$ cat src/rtl/compare.sv
// Registered magnitude comparator with runtime unsigned/signed mode.
// One cycle of latency from the in_valid capture edge. Outputs: mutually
// exclusive lt/gt/eq flags plus the max and min operands.
// The result registers update only on valid cycles. out_valid tracks
// in_valid every cycle.
module compare #(
    parameter int unsigned WIDTH = 4
) (
    input  logic             clk,
    input  logic             rst_n,
    input  logic             in_valid,
    input  logic             sgn,
    input  logic [WIDTH-1:0] A,
    input  logic [WIDTH-1:0] B,
    output logic             lt,
    output logic             gt,
    output logic             eq,
    output logic [WIDTH-1:0] max_out,
    output logic [WIDTH-1:0] min_out,
    output logic             out_valid
);

    logic             a_lt_b;
    logic             a_eq_b;
    logic [WIDTH-1:0] a_key;
    logic [WIDTH-1:0] b_key;

    // Signed order equals unsigned order once the sign bits are inverted,
    // so a single unsigned comparator serves both modes.
    always_comb begin
        a_key = A;
        b_key = B;
        if (sgn) begin
            a_key[WIDTH-1] = ~A[WIDTH-1];
            b_key[WIDTH-1] = ~B[WIDTH-1];
        end
        a_eq_b = (A == B);
        a_lt_b = (a_key < b_key);
    end

    // Result registers: capture on valid cycles, hold otherwise.
    always_ff @(posedge clk or negedge rst_n) begin
        if (!rst_n) begin
            lt      <= 1'b0;
            gt      <= 1'b0;
            eq      <= 1'b0;
            max_out <= '0;
            min_out <= '0;
        end else if (in_valid) begin
            lt      <= a_lt_b;
            gt      <= ~a_lt_b & ~a_eq_b;
            eq      <= a_eq_b;
            max_out <= a_lt_b ? B : A;
            min_out <= a_lt_b ? A : B;
        end
    end

    // Valid pipeline stage mirrors in_valid every cycle.
    always_ff @(posedge clk or negedge rst_n) begin
        if (!rst_n) begin
            out_valid <= 1'b0;
        end else begin
            out_valid <= in_valid;
        end
    end

endmodule

$ cat config.mk
export PLATFORM = sky130hd
export DESIGN_NAME = compare
export DESIGN_NICKNAME = d
export VERILOG_FILES = /design/src/rtl/compare.sv
export SDC_FILE = /design/constraint.sdc
export NUM_CORES = 1
export LEC_CHECK = 0
export CAP_MARGIN = 15
export CORE_UTILIZATION = 25
export DETAILED_ROUTE_END_ITERATION = 6
export SYNTH_ARGS = -nofsm -noshare
export SYNTH_HDL_FRONTEND = slang
export SYNTH_SLANG_ARGS = --single-unit
$ cat constraint.sdc
create_clock -name clk -period 1.5 [get_ports clk]
set_input_delay 0.15 -clock clk [delete_from_list [all_inputs] [get_ports clk]]
set_output_delay 0.15 -clock clk [all_outputs]
set_load 0.02 [all_outputs]
==> summary.md <==
| Metric | Value |
|---|---|
| Critical Path Start Type | input pin |
| Number of cells after detailed placement | between 100 and 150 |
| Final Setup Violations | 0 |
| Yosys warning total | 0 |
| Fin util | around 44% |
| Final RePlAce weighted congestion | between 0.7 and 0.8 |
| Transition at the pin with the smallest max-transition slack | 0.553 ns |
| Result of the run | finished clean |
| Total DRC errors in the routed layout | 0 |
| Number of cell instances on the worst register-to-register path | 1 |
| All-Layer GR Usage | 15.7% |
| Number of synthesized register bits | 12 |
| CP Capture Type | flip-flop |
| Number of buffers between clock root and the deepest sink | 2 |
| Detail Route Antenna Nets | 0 |
| Number of hold violations in the final report | 0 |
| Cell type with the largest total area after synthesis | sky130_fd_sc_hd__dfrtp_1 |
| Inserted Clock Buffers | 3 |
| Critical-path maximum fanout | 7 |
| Number of clock sinks | 12 |
| Die area | between 3000 and 4000 um^2 |
| Top cells by area, synth | sky130_fd_sc_hd__dfrtp_1 (42%), sky130_fd_sc_hd__o31ai_1 (6.3%), sky130_fd_sc_hd__a31oi_1 (5.3%) |
| Launch point of the worst reg-to-reg path | max_out[3] |
| Critical path cell sequence | clkdlybuf4s50_1, ha_2, nor2b_4, o221a_4, o31ai_2, a31oi_1 |
| Internal power | 655 uW |
| Max IR drop VDD | 0.576 mV |
| Non-filler cells in the finished layout | 142 |
| Power share of the clock group | about 20% |
| Die height | 55.5 um |
| Vias in the first global route | between 800 and 900 |
| Clock transition time at the flip-flop clock pins of the worst setup and hold paths | 0.07 ns |
| DRT Wirelength | between 2000 and 2500 um |
| Total nets after synthesis | 86 |
| Maximum number of pins on one net before global-route repair | 14 |
| Count of TritonRoute iterations in the first routing pass | 4 |
| Max-cap viol count | 0 |
| DP HPWL | between 1000 and 1500 um |
| Worst path top cell family by delay | compound AO/OA/AOI/OAI gates |
| Net Sw Power | roughly 320 uW |
| H-tree levels | 1 |
| Drt wl/cell | approximately 15 um |
| Layout overhead on the synthesized area | 69.9% |
| Area of all sequential standard cells | between 300 and 400 um^2 |
| Total grt overflow | 0 |
| Type of the tightest min-delay check | in2async |
| Combinational power share | about two fifths |
| Data arrival time of the critical path | around 1.6 ns |
| Vias after detailed routing | ~750 |
| Filler cells | around 250 |
| Worst setup skew after layout | 0 ns |
| Layout cells sized above 1 | approximately 37% |
| Post-synthesis instance area | approximately 710 um^2 |
| Max transition margin | 63.0% |
| Post-synth top area share | 42.0% |
| Sum of negative setup slack | 0 ns |
| Share of total power consumed by net switching | between 30% and 40% |
| Min cycle time layout | 1.40 ns |
| CP max-delay cell | sky130_fd_sc_hd__clkdlybuf4s50_1 |
| Total power density per cell area | approximately 800 nW/um^2 |
| Final Max Slew Viols | 0 |
| Vias per cell | 5.27 |
| Data required, critical path | 1.66 ns |
| Average cell area after synthesis | approximately 10 um^2 |
| Wire length of the first global-routing pass | between 3000 and 4000 um |
| Share of the yosys chip area belonging to registers | a little over two fifths |
| Multi-input logic area | 472 um^2 |
| Die W | ~55 um |
| Area of the core region | roughly 2700 um^2 |
| Crit Reg-Reg Endpoint | max_out[3] |
| Clk Latency, worst-skew pair | 0.27 ns |
| Final Cycle Share | 93.5% |
| Path type of the worst setup path | in2reg |
| Cell row count | 19 |
| Sum of buffers and inverters on the critical path | 1 |
| Cell variety after synth | 30 |
| 1st-iter DRT viols | 11 |
| Setup repair after global routing missed its margin | false |
| Initial standard-cell utilization of the core | a little over a quarter |
| Net count of the finished layout | roughly 130 |
| Num ports | 24 |
| Maximum achievable frequency | ~700 MHz |
| TritonCTS clock tree | yes |
| Buffers on Ports | 23 |
| Root buffer selected by CTS | sky130_fd_sc_hd__clkbuf_4 |
| Number of antenna violations at the first check in global routing | 0 |
| Longest individual stage delay on the worst path | around 0.49 ns |
| Post-Synthesis Cells | 71 |
| Slack of the worst reg-to-reg path | 0.75 ns |
| Flop pwr share | just under 40% |
| Number of antenna repair diodes | 0 |
| Static Leakage | ~0.53 nW |
## per-stage QoR
step           cell area (um^2)  total power [mW]  worst slack, ns  hold WS [ns]
3_3_place_gp               1090             0.737           -0.423         0.481
5_1_grt                    1210              1.03           0.0243         0.266
2_1_floorplan               714             0.558            0.157        -0.146
3_5_place_dp               1090             0.742           -0.487         0.491
6_report                   1210             0.972           0.0969         0.227
4_1_cts                    1170             0.960          0.00462         0.249
## cell families after synthesis
| kind of cell | after synthesis | synth area share [%] |
|---|---|---|
| DFF | 12 | 42.0 |
| buffers and inverters | 6 | 3.15 |
| and+or+nand+nor | 24 | 18.2 |
| muxes | 2 | 3.15 |
| adders and majority gates | 3 | 5.25 |
| AOI/OAI and AO/OA | 24 | 28.2 |
## placed cells by master, fill, tap and decap left out, types with 2 or more instances in the layout
master	count
sky130_fd_sc_hd__dlygate4sd2_1	2
sky130_fd_sc_hd__mux2_2	2
sky130_fd_sc_hd__dfrtp_1	12
sky130_fd_sc_hd__a21oi_1	2
sky130_fd_sc_hd__nand4_1	6
sky130_fd_sc_hd__clkbuf_4	3
sky130_fd_sc_hd__clkdlybuf4s50_1	17
sky130_fd_sc_hd__buf_6	2
sky130_fd_sc_hd__a31oi_1	6
sky130_fd_sc_hd__buf_4	14
sky130_fd_sc_hd__nor2_1	7
sky130_fd_sc_hd__inv_1	3
sky130_fd_sc_hd__nor2_2	2
sky130_fd_sc_hd__o31ai_2	5
sky130_fd_sc_hd__dlymetal6s2s_1	4
## worst max path at each step
| stage | endpoint | slack [ns] | from | cells past startpoint |
|---|---|---|---|---|
| after global placement | max_out[0] | -0.42 | B[1] | 7 |
| after global routing | min_out[2] | 0.02 | B[0] | 6 |
| after CTS | max_out[0] | 0.005 | A[2] | 7 |
| after floorplan | lt | 0.16 | B[1] | 6 |
| after detailed placement | max_out[0] | -0.49 | B[1] | 7 |
| final | min_out[2] | 0.1 | B[0] | 6 |
## registers in the layout, indices dropped and copies added, names as in the netlist
signal,count
max_out,4
min_out,4
eq,1
gt,1
lt,1
out_valid,1
## repair_timing
action	CTS	global route
endpoints found under the setup margin	8	7
hold buffers	0	0
buffers inserted	1	0
hold endpoints to repair	0	0
pin swaps	9	7
gates resized for setup	15	11
## cell usage after synthesis (all sizes together)
cell type  number
inv             4
nand3           1
mux2            2
nand4           6
nor3            2
a21o            1
nand2b          1
nor2b           2
o221a           1
o2bb2ai         1
a31oi           6
o22ai           1
o21ai           1
nor2            9
clkbuf          1
o211ai          1
o31ai           6
o221ai          1
buf             1
a211o           1
dfrtp          12
nand2           2
a211oi          1
o211a           1
a21oi           2
ha              3
and2            1
## layer usage
| layer | part of all wire (%) | vias to the layer above | global-route usage [%] |
|---|---|---|---|
| met3 | 5.5 | 7 | 5.62 |
| met5 | 0 | - | 0 |
| met4 | 1.6 | 0 | 6.43 |
| met1 | 37 | 366 | 16.7 |
| li1 | - | 354 | - |
| met2 | 56 | 22 | 28.1 |
## layout make-up
type / count / share of cell area (%)
sequential: 12 / 24.7
tap: 31 / 3.20
inverter: 4 / 1.24
timing repair buffer: 39 / 30.1
clock buffer: 3 / 1.86
multi-input combinational: 53 / 38.9
## power by group through the flow
stage	logic, mW	clock network, mW	registers, mW
floorplan	0.116	0	0.441
global placement	0.347	0	0.390
detailed placement	0.349	0	0.393
CTS	0.372	0.201	0.387
global route	0.419	0.219	0.392
finish	0.389	0.197	0.386
Note: power is estimated with default switching activity, not from simulation.
